$ cat src/rtl/not_not_pkg.sv
// Shared state encoding, operator codes and LFSR tap masks for the Not Not round controller.
package not_not_pkg;

    typedef enum logic [2:0] {
        S_IDLE      = 3'd0,
        S_NEW_ROUND = 3'd1,
        S_DRAW      = 3'd2,
        S_WAIT_KEY  = 3'd3,
        S_CHECK     = 3'd4,
        S_LOSE      = 3'd5
    } state_t;

    localparam logic [1:0] OP_SINGLE     = 2'd0;
    localparam logic [1:0] OP_AND        = 2'd1;
    localparam logic [1:0] OP_OR         = 2'd2;
    localparam logic [1:0] OP_SINGLE_ALT = 2'd3;

    // Fibonacci taps, MSB-first: x^8+x^6+x^5+x^4+1 and x^16+x^14+x^13+x^11+1
    localparam logic [7:0]  LFSR_TAPS_8  = 8'hB8;
    localparam logic [15:0] LFSR_TAPS_16 = 16'hB400;

endpackage

$ cat src/rtl/not_not_round_ctrl_lfsr.sv
// Maximal-length Fibonacci LFSR that advances one step whenever enable is high.
module lfsr_nbit #(
    parameter int               WIDTH = 16,
    parameter logic [WIDTH-1:0] TAPS  = '1,
    parameter logic [WIDTH-1:0] SEED  = '1
) (
    input  logic             clock,
    input  logic             resetn,
    input  logic             enable,
    output logic [WIDTH-1:0] lfsr_out
);

    logic [WIDTH-1:0] lfsr_q;

    always_ff @(posedge clock or negedge resetn) begin
        if (!resetn) begin
            lfsr_q <= SEED;
        end else if (enable) begin
            lfsr_q <= {lfsr_q[WIDTH-2:0], ^(lfsr_q & TAPS)};
        end
    end

    assign lfsr_out = lfsr_q;

endmodule

$ cat src/rtl/not_not_round_ctrl.sv
// Round controller for the Not Not game: random rounds, draw handshake, key judging, score tracking.
// Optional feature: define NOT_NOT_SPEEDUP_EN to shrink the answer window as the score grows.
module not_not_round_ctrl
    import not_not_pkg::*;
#(
    parameter int          NUM_COLOURS    = 4,
    parameter int          LFSR_WIDTH     = 16,
    parameter logic [15:0] SEED           = 16'hACE1,
    parameter int          TIMEOUT_CYCLES = 50_000_000,
    parameter int          SCORE_WIDTH    = 8
) (
    input  logic                   clock,
    input  logic                   resetn,
    input  logic                   start,
    input  logic [NUM_COLOURS-1:0] keys,
    input  logic                   done_draw,
    output logic                   draw_req,
    output logic [1:0]             not_count,
    output logic [1:0]             logic_op,
    output logic [$clog2(NUM_COLOURS)-1:0] colour_a,
    output logic [$clog2(NUM_COLOURS)-1:0] colour_b,
    output logic [NUM_COLOURS-1:0] expected,
    output logic [SCORE_WIDTH-1:0] score,
    output logic [SCORE_WIDTH-1:0] highscore,
    output logic                   playing,
    output logic                   lose
);

    localparam int CW = $clog2(NUM_COLOURS);
    localparam int TW = $clog2(TIMEOUT_CYCLES + 1);
    localparam logic [15:0] TAPS_SEL = (LFSR_WIDTH == 8) ? {8'h00, LFSR_TAPS_8} : LFSR_TAPS_16;

    state_t                 state_q;
    logic [NUM_COLOURS-1:0] keys_q, keys_prev_q, expected_q, expected_d;
    logic [1:0]             not_count_q, logic_op_q;
    logic [CW-1:0]          colour_a_q, colour_b_q;
    logic [SCORE_WIDTH-1:0] score_q, highscore_q;
    logic [TW-1:0]          timer_q, windowLimit;
    logic                   draw_req_q, playing_q, lose_q, result_ok_q;

    logic [LFSR_WIDTH-1:0]  lfsrVal;
    logic [NUM_COLOURS-1:0] keyRise;
    logic                   keyPressed, pressOk, startGame, lfsrStep, unusedLfsr;

    function automatic logic [NUM_COLOURS-1:0] calcExpected(input logic [1:0] nots,
                                                            input logic [1:0] op,
                                                            input logic [CW-1:0] a,
                                                            input logic [CW-1:0] b);
        logic [NUM_COLOURS-1:0] ca, cb, m;
        ca = NUM_COLOURS'(1) << a;
        cb = NUM_COLOURS'(1) << b;
        case (op)
            OP_AND:                 m = ca & cb;
            OP_OR:                  m = ca | cb;
            OP_SINGLE, OP_SINGLE_ALT: m = ca;
            default:                m = ca;
        endcase
        return nots[0] ? ~m : m;
    endfunction

    // Stepping on the way into NEW_ROUND lets the round fields load from the stepped value on exit
    assign startGame = start && (state_q == S_IDLE || state_q == S_LOSE);
    assign lfsrStep  = startGame || (state_q == S_CHECK && result_ok_q);

    lfsr_nbit #(
        .WIDTH (LFSR_WIDTH),
        .TAPS  (TAPS_SEL[LFSR_WIDTH-1:0]),
        .SEED  (SEED[LFSR_WIDTH-1:0])
    ) u_lfsr (
        .clock    (clock),
        .resetn   (resetn),
        .enable   (lfsrStep),
        .lfsr_out (lfsrVal)
    );

    assign unusedLfsr = ^lfsrVal;
    assign expected_d = calcExpected(lfsrVal[1:0], lfsrVal[3:2], lfsrVal[4 +: CW], lfsrVal[4+CW +: CW]);

    assign keyRise    = keys_q & ~keys_prev_q;
    assign keyPressed = |keyRise;
    assign pressOk    = ((keyRise & (keyRise - NUM_COLOURS'(1))) == '0) && |(keyRise & expected_q);

`ifdef NOT_NOT_SPEEDUP_EN
    logic [TW-1:0] limit_q, limit_d;
    logic [63:0]   cut;

    always_comb begin
        cut = 64'(score_q) * 64'(TIMEOUT_CYCLES / 16);
        if (cut >= 64'(TIMEOUT_CYCLES - TIMEOUT_CYCLES / 4)) begin
            limit_d = TW'(TIMEOUT_CYCLES / 4);
        end else begin
            limit_d = TW'(64'(TIMEOUT_CYCLES) - cut);
        end
    end

    always_ff @(posedge clock or negedge resetn) begin
        if (!resetn) begin
            limit_q <= TW'(TIMEOUT_CYCLES);
        end else if (state_q == S_NEW_ROUND) begin
            limit_q <= limit_d;
        end
    end

    assign windowLimit = limit_q;
`else
    assign windowLimit = TW'(TIMEOUT_CYCLES);
`endif

    always_ff @(posedge clock or negedge resetn) begin
        if (!resetn) begin
            state_q     <= S_IDLE;
            keys_q      <= '0;
            keys_prev_q <= '0;
            expected_q  <= '0;
            not_count_q <= '0;
            logic_op_q  <= '0;
            colour_a_q  <= '0;
            colour_b_q  <= '0;
            score_q     <= '0;
            highscore_q <= '0;
            timer_q     <= '0;
            draw_req_q  <= 1'b0;
            playing_q   <= 1'b0;
            lose_q      <= 1'b0;
            result_ok_q <= 1'b0;
        end else begin
            keys_q      <= keys;
            keys_prev_q <= keys_q;
            case (state_q)
                S_IDLE, S_LOSE: begin
                    if (start) begin
                        state_q   <= S_NEW_ROUND;
                        score_q   <= '0;
                        playing_q <= 1'b1;
                        lose_q    <= 1'b0;
                    end
                end
                S_NEW_ROUND: begin
                    state_q     <= S_DRAW;
                    draw_req_q  <= 1'b1;
                    not_count_q <= lfsrVal[1:0];
                    logic_op_q  <= lfsrVal[3:2];
                    colour_a_q  <= lfsrVal[4 +: CW];
                    colour_b_q  <= lfsrVal[4+CW +: CW];
                    expected_q  <= expected_d;
                end
                S_DRAW: begin
                    if (done_draw) begin
                        state_q    <= S_WAIT_KEY;
                        draw_req_q <= 1'b0;
                        timer_q    <= '0;
                    end
                end
                S_WAIT_KEY: begin
                    // A press on the last timer cycle still takes priority over the timeout
                    if (keyPressed) begin
                        state_q     <= S_CHECK;
                        result_ok_q <= pressOk;
                    end else if (timer_q == windowLimit - TW'(1)) begin
                        state_q     <= S_CHECK;
                        result_ok_q <= (expected_q == '0);
                    end else begin
                        timer_q <= timer_q + TW'(1);
                    end
                end
                S_CHECK: begin
                    if (result_ok_q) begin
                        state_q <= S_NEW_ROUND;
                        if (score_q != '1) begin
                            score_q <= score_q + SCORE_WIDTH'(1);
                        end
                    end else begin
                        state_q   <= S_LOSE;
                        playing_q <= 1'b0;
                        lose_q    <= 1'b1;
                        if (score_q > highscore_q) begin
                            highscore_q <= score_q;
                        end
                    end
                end
                default: state_q <= S_IDLE;
            endcase
        end
    end

    assign draw_req  = draw_req_q;
    assign not_count = not_count_q;
    assign logic_op  = logic_op_q;
    assign colour_a  = colour_a_q;
    assign colour_b  = colour_b_q;
    assign expected  = expected_q;
    assign score     = score_q;
    assign highscore = highscore_q;
    assign playing   = playing_q;
    assign lose      = lose_q;

endmodule

$ cat config.mk
export PLATFORM = sky130hd
export DESIGN_NAME = not_not_round_ctrl
export DESIGN_NICKNAME = d
export VERILOG_FILES = /design/src/rtl/not_not_pkg.sv /design/src/rtl/not_not_round_ctrl_lfsr.sv /design/src/rtl/not_not_round_ctrl.sv
export SDC_FILE = /design/constraint.sdc
export NUM_CORES = 1
export LEC_CHECK = 0
export ABC_AREA = 0
export CAP_MARGIN = 25
export CORE_UTILIZATION = 64
export CTS_BUF_LIST = sky130_fd_sc_hd__clkbuf_2
export DETAILED_ROUTE_END_ITERATION = 12
export PLACE_DENSITY = 0.92
export RECOVER_POWER = 100
export REMOVE_ABC_BUFFERS = 1
export SLEW_MARGIN = 10
export SYNTH_ARGS = -nofsm -noshare
export SYNTH_HDL_FRONTEND = slang
export SYNTH_SLANG_ARGS = --single-unit
export TNS_END_PERCENT = 20
$ cat constraint.sdc
create_clock -name clock -period 3.8 [get_ports clock]
set_input_delay 0.57 -clock clock [delete_from_list [all_inputs] [get_ports clock]]
set_output_delay 0.57 -clock clock [all_outputs]
set_load 0.02 [all_outputs]
---- After elaboration in Yosys (flattened, before gate mapping) ----
Index checks and enable logic that the tools add are counted.
storage, ports and cells
  output and inout port bits .............. 31
  bits in registers ....................... 85
operators by class
  reduce and logical (&&, ||, !) cells .... 25
  shift-type cells ........................ 2
  add/subtract/negate cells ............... 3
  eq/ne operators ......................... 18
  magnitude comparators ................... 1
  multiplexer cells ....................... 26
  bitwise gates (word level) .............. 8
operator list
  cell                     count
  $mux W26                 3
  $pmux W26 S2             1
  $add A26 B1 Y26 const B  1
  $eq A26 B26 Y1 const B   1
  $mux W8                  3
  $and A4 B4 Y4            4
  $pmux W8 S2              1
  $reduce_xor A16 Y1       1
  $mux W3                  5
  $pmux W3 S5              1
  $ne A2 B2 Y1 const B     6
  $pmux W4 S3              1
  $reduce_and A3 Y1        3
  $add A8 B1 Y8 const B    1
  $gt A8 B8 Y1             1
  $logic_not A4 Y1         2
  $ne A8 B8 Y1 const B     1
  $not A4 Y4               2
  $reduce_and A4 Y1        2
  $reduce_bool A2 Y1       4
  $reduce_or A4 Y1         2
  $shl A1 B2 Y4 const A    2
  $mux W1                  7
  $eq A3 B2 Y1 const B     2
  17 further kinds         26

---- Depth between registers and ports, before layout ----
  depth in word-level cells ............... 7
  depth in mapped cells ................... 9
  gate-level depth less buffers ........... 7

---- By module ----
Synthesis repeated with hierarchy kept, for this count alone.
second synthesis, totals
  cell total of the unflattened synthesis .. 428
  area total of the unflattened synthesis .. 4360.4 um^2
by module, submodules not included
  module              cells each  area each (um^2)  times used
  not_not_round_ctrl  390         3684.8            1
  lfsr_nbit           38          675.6             1

---- Worst setup path before layout ----
OpenSTA, ideal clock, no wires.
  kind .................................... reg2reg
  start ................................... register score_q[0] (netlist: score[0])
  end ..................................... register highscore_q[0] (netlist: highscore[0])
  data required time ...................... 3.675 ns
  library setup time ...................... 0.125 ns
  setup slack ............................. 1.751 ns
  cell stages (with the launch flop) ...... 8
  data arrival time ....................... 1.924 ns
  buffers on the path ..................... 0
  cells stage by stage .................... dfrtp_1 -> inv_1 -> ha_1 -> and4_1 -> a211oi_1 -> o21ai_1 -> a21oi_4 -> mux2_2
between the ends
  word-level cells in the longest chain between the ends .. 2
RTL lines
  element                      line                       RTL
  start, declared              not_not_round_ctrl.sv:37   logic [SCORE_WIDTH-1:0] score_q, highscore_q;
  start signal, assigned       not_not_round_ctrl.sv:170  score_q <= score_q + SCORE_WIDTH'(1);
  $gt A8 B8 Y1                 not_not_round_ctrl.sv:176  if (score_q > highscore_q) begin
  $reduce_and A3 Y1 (no line)  -
  end signal, assigned         not_not_round_ctrl.sv:177  highscore_q <= score_q;
  end, declared                not_not_round_ctrl.sv:37
Several ways; a longest one is shown, not always the timed one.
A chain may end at the register's enable or synchronous reset.

---- Final worst setup path ----
  start ................................... register timer_q[0]
  end ..................................... register state_q[0]
between the ends
  word-level cells in the longest chain between the ends .. 3
RTL lines
  element                      line                       RTL
  start, declared              not_not_round_ctrl.sv:38   logic [TW-1:0] timer_q, windowLimit;
  start signal, assigned       not_not_round_ctrl.sv:163  timer_q <= timer_q + TW'(1);
  $eq A26 B26 Y1               not_not_round_ctrl.sv:159  end else if (timer_q == windowLimit - TW'(1)) begin
  $ne A3 B3 Y1 (no line)       -
  $reduce_and A3 Y1 (no line)  -
  end signal, assigned         not_not_round_ctrl.sv:157  state_q <= S_CHECK;
  end signal, assigned         not_not_round_ctrl.sv:160  state_q <= S_CHECK;
  end signal, assigned         not_not_round_ctrl.sv:168  state_q <= S_NEW_ROUND;
  end, declared                not_not_round_ctrl.sv:33   state_t state_q;
Every way passes these cells.

==> results_tabular.tex <==
\begin{tabular}{lr}
\hline
Metric & Value \\
\hline
\multicolumn{2}{l}{\textbf{Floorplanning}} \\
Total die area & 7090 um\^{}2 \\
Io pins & 39 \\
Core footprint & between 6000 and 7000 um\^{}2 \\
Die Ht & 84.2 um \\
Initial standard-cell utilization of the core & 67.3\% \\
Die boundary width & between 80 and 90 um \\
Standard-cell rows & 29 \\
\multicolumn{2}{l}{\textbf{Synth}} \\
Post-synthesis register bit count & 85 \\
Synthesized instance count & 429 \\
Cell area after technology mapping & 4330 um\^{}2 \\
Multiplexer share of the synthesized area & 6.13\% \\
Primary FF master, synth & dfrtp\_1 \\
Complex-gate fraction of the synthesized area & between 10\% and 20\% \\
Share of the synthesized netlist area taken by xor and xnor gates & 1.82\% \\
Proportion of synthesized flip-flops having asynchronous set or reset & 100\% \\
Dominant combinational cell family by area after synthesis & simple AND/OR/NAND/NOR gates \\
Fraction of the yosys area taken by sequential cells & about half \\
Count of flip-flops with a built-in enable after synthesis & 0 \\
Unique masters post-synth & 55 \\
Arithmetic-cell share of the synthesized area counting full adders, half adders and majority gates & 3.47\% \\
Post-synthesis simple-gate area fraction & 18.6\% \\
Avg Inst Size Synth & a little over 10 um\^{}2 \\
Synthesis Warnings & 0 \\
\multicolumn{2}{l}{\textbf{Clocking}} \\
Clock tree buffer depth & 2 \\
Number of hold-repair buffers added at the cts stage & 0 \\
Buffers inserted during post-CTS setup optimization & 0 \\
Root buffer cell & clkbuf\_2 \\
H-Tree Depth & 3 \\
Reg clk slew, reported paths & roughly 0.23 ns \\
Total clock buffers created by CTS & 9 \\
Resized Gates After CTS & 0 \\
Worst-Skew Late Latency & 0.53 ns \\
Number of clock sinks & 85 \\
Clock tree from TritonCTS & done \\
\multicolumn{2}{l}{\textbf{Run}} \\
Number of maximum-capacitance constraint violations & 1 \\
\multicolumn{2}{l}{\textbf{Timing}} \\
Fin Clk Skew & 0.0247 ns \\
Number of max-slew violations in the final report & 40 \\
Hold Vio Cnt, Final & 0 \\
Worst Hold Margin & 0.399 ns \\
Post-layout minimum cycle time & 3.03 ns \\
Sum Neg Setup Slack & 0 ns \\
Final setup violation count & 0 \\
Final Cycle Share & 79.8\% \\
RSZ-0062 raised after global routing & no \\
Slew of the pin with the lowest slew margin & 2.11 ns \\
Maximum clock frequency & 330 MHz \\
Worst slew margin relative to its limit & -40.8\% \\
\multicolumn{2}{l}{\textbf{Routing}} \\
Via count normalized by instance count & around 6.3 \\
Post-detailed-routing wire length & 8660 um \\
Post-detailed-route wirelength per cell & about 16 um \\
Routed via count & 3457 \\
Residual DRC & 8 \\
Residual antenna-violating net count after detailed routing & 0 \\
Number of DRC markers in iteration 0 & 252 \\
Iteration count of the initial detailed-routing pass & 9 \\
\multicolumn{2}{l}{\textbf{Cells and area}} \\
Layout-stage area growth over the synthesis result & 11.5\% \\
Share of post-route cells with drive strength above 1 & under 10\% \\
Final \#Nets & 484 \\
Ant. Diodes & 0 \\
Number of inserted filler cells in the final layout & 459 \\
\multicolumn{2}{l}{\textbf{Placed design}} \\
Port Buffer Count & 38 \\
Routability Congestion & 0.889 \\
Placed wire-length estimate after detailed placement & approximately 5900 um \\
\multicolumn{2}{l}{\textbf{Power and ir drop}} \\
Worst voltage drop across the vdd grid & between 0.4 and 0.5 mV \\
Power per cell area & 672 nW/um\^{}2 \\
Overall power consumption & 3.24 mW \\
Leakage power figure & approximately 2.1 nW \\
\multicolumn{2}{l}{\textbf{Run status}} \\
Run status & finished, violations left \\
Failing checks & DRC, capacitance limit, slew limit \\
\multicolumn{2}{l}{\textbf{Setup path}} \\
Crit-path slowest cell & nor2b\_1 \\
Critical path peak fanout & 34 \\
Arrival time of the worst setup path & 3.41 ns \\
Cells along the critical path & ha\_1 > nand3\_1 > or3\_1 > o211a\_1 > nor2b\_1 > o21ai\_0 \\
CP Capture Type & register \\
Worst Path Class, Setup & reg2reg \\
Endpoint required time on the critical path & 4.18 ns \\
Critical path's largest stage delay & between 0.8 and 0.9 ns \\
Nature of the critical path startpoint & register \\
\multicolumn{2}{l}{\textbf{Global routing}} \\
Antenna violations before repair & 0 \\
Via count of the first global-routing pass & around 3400 \\
Maximum number of pins on one net before global-route repair & 86 \\
Wire length of the first global-routing pass & 15200 um \\
GRT Resource Usage Total & 26.8\% \\
Total global routing overflow & 0 \\
\multicolumn{2}{l}{\textbf{Min path}} \\
Hold/Removal Path Class & reg2reg \\
\hline
\end{tabular}
==> flip-flops by register name, indices dropped and copies added (netlist names) <==
| register | count |
|---|---|
| timer_q | 26 |
| u_lfsr.lfsr_out | 16 |
| highscore | 8 |
| score | 8 |
| expected | 4 |
| keys_prev_q | 4 |
| keys_q | 4 |
| state_q | 3 |
| colour_a | 2 |
| colour_b | 2 |
| logic_op | 2 |
| not_count | 2 |
| draw_req | 1 |
| lose | 1 |
| playing | 1 |
| result_ok_q | 1 |
==> placed cells by master (no fill, tap or decap), drive strengths merged, types with 3 or more instances in the layout <==
master and n:
nand2 41, and3 15, nand4 10, nand2b 9, nor4 10, dfstp 8
a41oi 6, a21oi 20, dlygate4sd3 36, nor3 7, a211o 3, o32ai 3
nor2 20, a22oi 3, ha 12, a31oi 20, mux2 20, and4 3
clkbuf 11, xnor2 8, clkinv 4, nand3 14, inv 21, mux2i 4
nor2b 9, a221o 6, o21ai 36, dfrtp 77
==> stage by stage <==
stage	util [%]	instances	worst slack (ns)	instance area, um^2
floorplan	-	411	1.60	4240
global placement	73.6	528	1.33	4730
detailed placement	73.6	528	1.17	4730
CTS	75.4	544	1.13	4840
global route	75.1	546	0.606	4820
finish	75.1	546	0.769	4820
==> final cells by class <==
cell class / instances / area (um^2) / share of cell area, %
Timing Repair Buffer: 42 / 415 / 8.61
Multi-Input combinational cell: 305 / 1980 / 41.1
Clock inverter: 7 / 66.3 / 1.38
Sequential cell: 85 / 2140 / 44.3
Inverter: 21 / 78.8 / 1.63
Clock buffer: 9 / 45.0 / 0.934
Tap cell: 77 / 96.3 / 2.00
==> cells by family (layout without fill, tap and decap cells) <==
group	count (synthesis)	after routing
buffers and inverters	39	79
XOR/XNOR	9	9
multiplexers	24	24
adder cells (fa/ha/maj)	12	12
AND/OR/NAND/NOR	151	151
flip-flops	85	85
AO/OA/AOI/OAI	109	109
==> cells in the mapped netlist, types with 2 or more instances <==
cell / n / share of area [%]
dfrtp_1: 77 / 45
mux2i_1: 4 / 0.93
and4_1: 3 / 0.61
o21bai_1: 2 / 0.35
nor2b_1: 9 / 1.3
xnor2_1: 8 / 1.6
nor3_1: 6 / 0.69
a21oi_1: 18 / 2.1
a211o_1: 3 / 0.61
clkbuf_1: 8 / 0.69
a41oi_1: 6 / 1.2
nand2b_1: 9 / 1.3
dfstp_2: 8 / 4.9
nand3_1: 14 / 1.6
o21ai_0: 31 / 3.6
inv_1: 21 / 1.8
o21ai_1: 3 / 0.35
and3_1: 15 / 2.2
nor4_1: 9 / 1.3
a22oi_1: 3 / 0.52
nor3b_1: 2 / 0.35
mux2_2: 19 / 4.9
and2_1: 2 / 0.29
a221o_1: 6 / 1.4
o21ai_2: 2 / 0.41
nor2_1: 20 / 1.7
nand4_1: 10 / 1.4
o32ai_1: 3 / 0.61
nor4bb_1: 2 / 0.46
buf_2: 9 / 1.0
or2_2: 2 / 0.29
nand2_1: 41 / 3.6
ha_1: 12 / 3.5
o2bb2ai_1: 2 / 0.41
a31oi_1: 20 / 2.9
==> critical path, delay by kind of cell, from the launching register on <==
kind,cells,cell delay [ns]
compound gates,2,0.78
fa+ha+maj,1,0.23
flops,1,0.47
simple gates,3,1.39
==> metal layers <==
| metal | track usage (%) | routed length (um) | up-vias |
|---|---|---|---|
| met5 | 0 | 0 | - |
| met4 | 10.8 | 117 | 0 |
| met3 | 5.51 | 465 | 12 |
| met2 | 43.2 | 4250 | 114 |
| met1 | 36.0 | 3830 | 1684 |
| li1 | - | - | 1647 |
==> final timing paths <==
kind,start,to,slack [ns],cells past startpoint
max in group asynchronous,resetn,timer_q[10],1.45,2
min in group asynchronous,resetn,logic_op[0],1.15,2
worst min register to register,keys_q[1],keys_prev_q[1],0.40,0
worst max register to register,timer_q[0],state_q[0],0.77,6
worst max-delay path,timer_q[0],state_q[0],0.77,6
worst min-delay path,keys_q[1],keys_prev_q[1],0.40,0
==> where the power goes <==
part	leakage [nW]	switching [mW]	internal [mW]
logic	0.950	0.713	0.560
registers	1.09	0.318	1.20
clock network	0.0630	0.301	0.147
total	2.10	1.33	1.91
(Power assumes the default switching activity.)
==> RTL edit, RTL diff (config.mk and constraints unchanged) <==
Put one more register stage on the output `highscore`, cleared by the reset. The value now appears one clock later. The other outputs are not delayed to match.
--- a/src/rtl/not_not_round_ctrl.sv
+++ b/src/rtl/not_not_round_ctrl.sv
@@ -190,7 +190,13 @@
     assign colour_b  = colour_b_q;
     assign expected  = expected_q;
     assign score     = score_q;
-    assign highscore = highscore_q;
+    always_ff @(posedge clock or negedge resetn) begin
+        if (!resetn) begin
+            highscore <= '0;
+        end else begin
+            highscore <= highscore_q;
+        end
+    end
     assign playing   = playing_q;
     assign lose      = lose_q;
 
Behaviour: not the same (a bounded check fails within 10 cycles, from zero or initial values and one cycle with resetn low).
==> RTL edit against the original RTL <==
  * The flow finishes with violations (max-capacitance violations, max-slew violations)
  * Setup slack worse by 0.025 ns
  * Sequential cell count up 8
  * Sequential power is 5% lower
  * Global-route usage up 0.26 points
  * Design area increased by 5.9%
  * Critical path depth rose by 1
  * Count of clock-buffer cells in the layout grew 1
  * Wire length grew 8.4%
  * Power shrank 5.4%
  * Synthesized area grew 7.0%
  * Clock power grew 14%
  * Core utilization shrank 1.2 points
==> RTL edit: results (changes against the original RTL) <==
Run status:
- Status: finished, violations left (unchanged).
- Violations in the final reports: max-capacitance violations, max-slew violations (was design-rule violations, max-capacitance violations, max-slew violations).

Yosys:
- The sequential cell area fraction in the yosys report is 50.5% (was 49.4%).
- The share of the synthesized netlist area taken by xor and xnor gates is 2.27% (was 1.82%).
- Ranking of synthesized cells by instance count: 85 x dfrtp_1, 35 x o21ai_0, 33 x nor2_1 (was 77 x dfrtp_1, 41 x nand2_1, 31 x o21ai_0).
- The number of library cell types mapped by synthesis came to 59 (was 55).
- The share of the synthesized area in compound gates (AO/OA/AOI/OAI) is 16.0% (was 16.7%).
- The multiplexer share of the synthesized area is 6.76% (was 6.13%).
- The adder and majority cell fraction of the synthesized area is 3.24% (was 3.47%).
- Cells taking the most area after synthesis: dfrtp_1 46%, mux2_2 6.1%, dfstp_2 4.5% (was dfrtp_1 45%, mux2_2 4.9%, dfstp_2 4.9%).

Route:
- The wire length on met3 was 352 µm (was 465 µm).
- The number of vias after detailed routing was 3,548 (was 3,457).
- The sum of routed wire segments on met1 was 4200 µm (was 3830 µm).
- The met2 wire length is 4710 µm (was 4250 µm).
- The number of iterations in the first detailed-routing pass came to 4 (was 9).

Setup path:
- The worst stage delay on the critical path was 0.70 ns (was 0.83 ns).
- The arrival time at the worst endpoint is 3.52 ns (was 3.41 ns).
- The maximum fanout along the worst path is 21 (was 34).
- The slowest stage cell on the critical path is a21oi_1 (was nor2b_1).

Power:
- The total power per unit cell area is 600 nW/µm² (was 672 nW/µm²).
- The flip-flop and latch power was 1450 µW (was 1520 µW).
- The worst ir drop on vdd is 463 µV (was 467 µV).
- The reported leakage power was 0.00227 µW (was 0.00210 µW).
- The internal power is 1860 µW (was 1910 µW).
- The logic gate share of total power came to 36.2% (was 39.3%).

Placement:
- The global placement routability congestion is 0.841 (was 0.889).

Finish:
- The net count reported at finish is 497 (was 484).
- The count of buffers not belonging to the clock network in the layout was 43 (was 42).
- The clock tree buffer count of the final layout is 10 (was 9).
- The number of filler cells placed in the layout is 497 (was 459).
- The proportion of cell area spent on the clock network is 2.38% (was 2.31%).
- The number of logic inverters in the finished layout was 17 (was 21).
- The fraction of layout cells with a size suffix above 1 was 12.2% (was 9.59%).

Run:
- The number of maximum-capacitance violations is 1 (unchanged).

Min path:
- The sink of the worst hold path is keys_prev_q[0] (was keys_prev_q[1]).
- The startpoint of the lowest-slack hold path was keys_q[0] (was keys_q[1]).

Global routing:
- The met1 track utilization from global routing is 36.5% (was 36.0%).

CTS:
- The clock-pin slew on the worst setup and hold paths is 0.28 ns (was 0.23 ns).

STA:
- The number of max-slew violations in the final report is 70 (was 40).
- The setup skew after layout is 0.0404 ns (was 0.0247 ns).
RTL edit: worst max path at each step:
stage          depth (start not counted)  startpoint    endpoint  slack (ns)
3_3_place_gp                           6  state_q[0]  state_q[0]        1.40
4_1_cts                                7  timer_q[0]  state_q[0]        1.20
6_report                               7  timer_q[0]  state_q[0]        0.74
5_1_grt                                7  timer_q[0]  state_q[0]        0.58
2_1_floorplan                          5  state_q[0]  state_q[0]        1.40
3_5_place_dp                           7  timer_q[0]  state_q[0]        1.26
RTL edit: per-stage QoR:
stage          cell area [µm²]  hold slack (ns)  std cells  setup slack, ns  util [%]
3_5_place_dp              5030            0.359        560             1.26      72.8
6_report                  5100            0.372        578            0.743      73.9
2_1_floorplan             4510            0.274        423             1.40         -
3_3_place_gp              5030            0.353        560             1.40      72.8
5_1_grt                   5100            0.411        578            0.578      73.9
4_1_cts                   5150            0.128        576             1.20      74.5
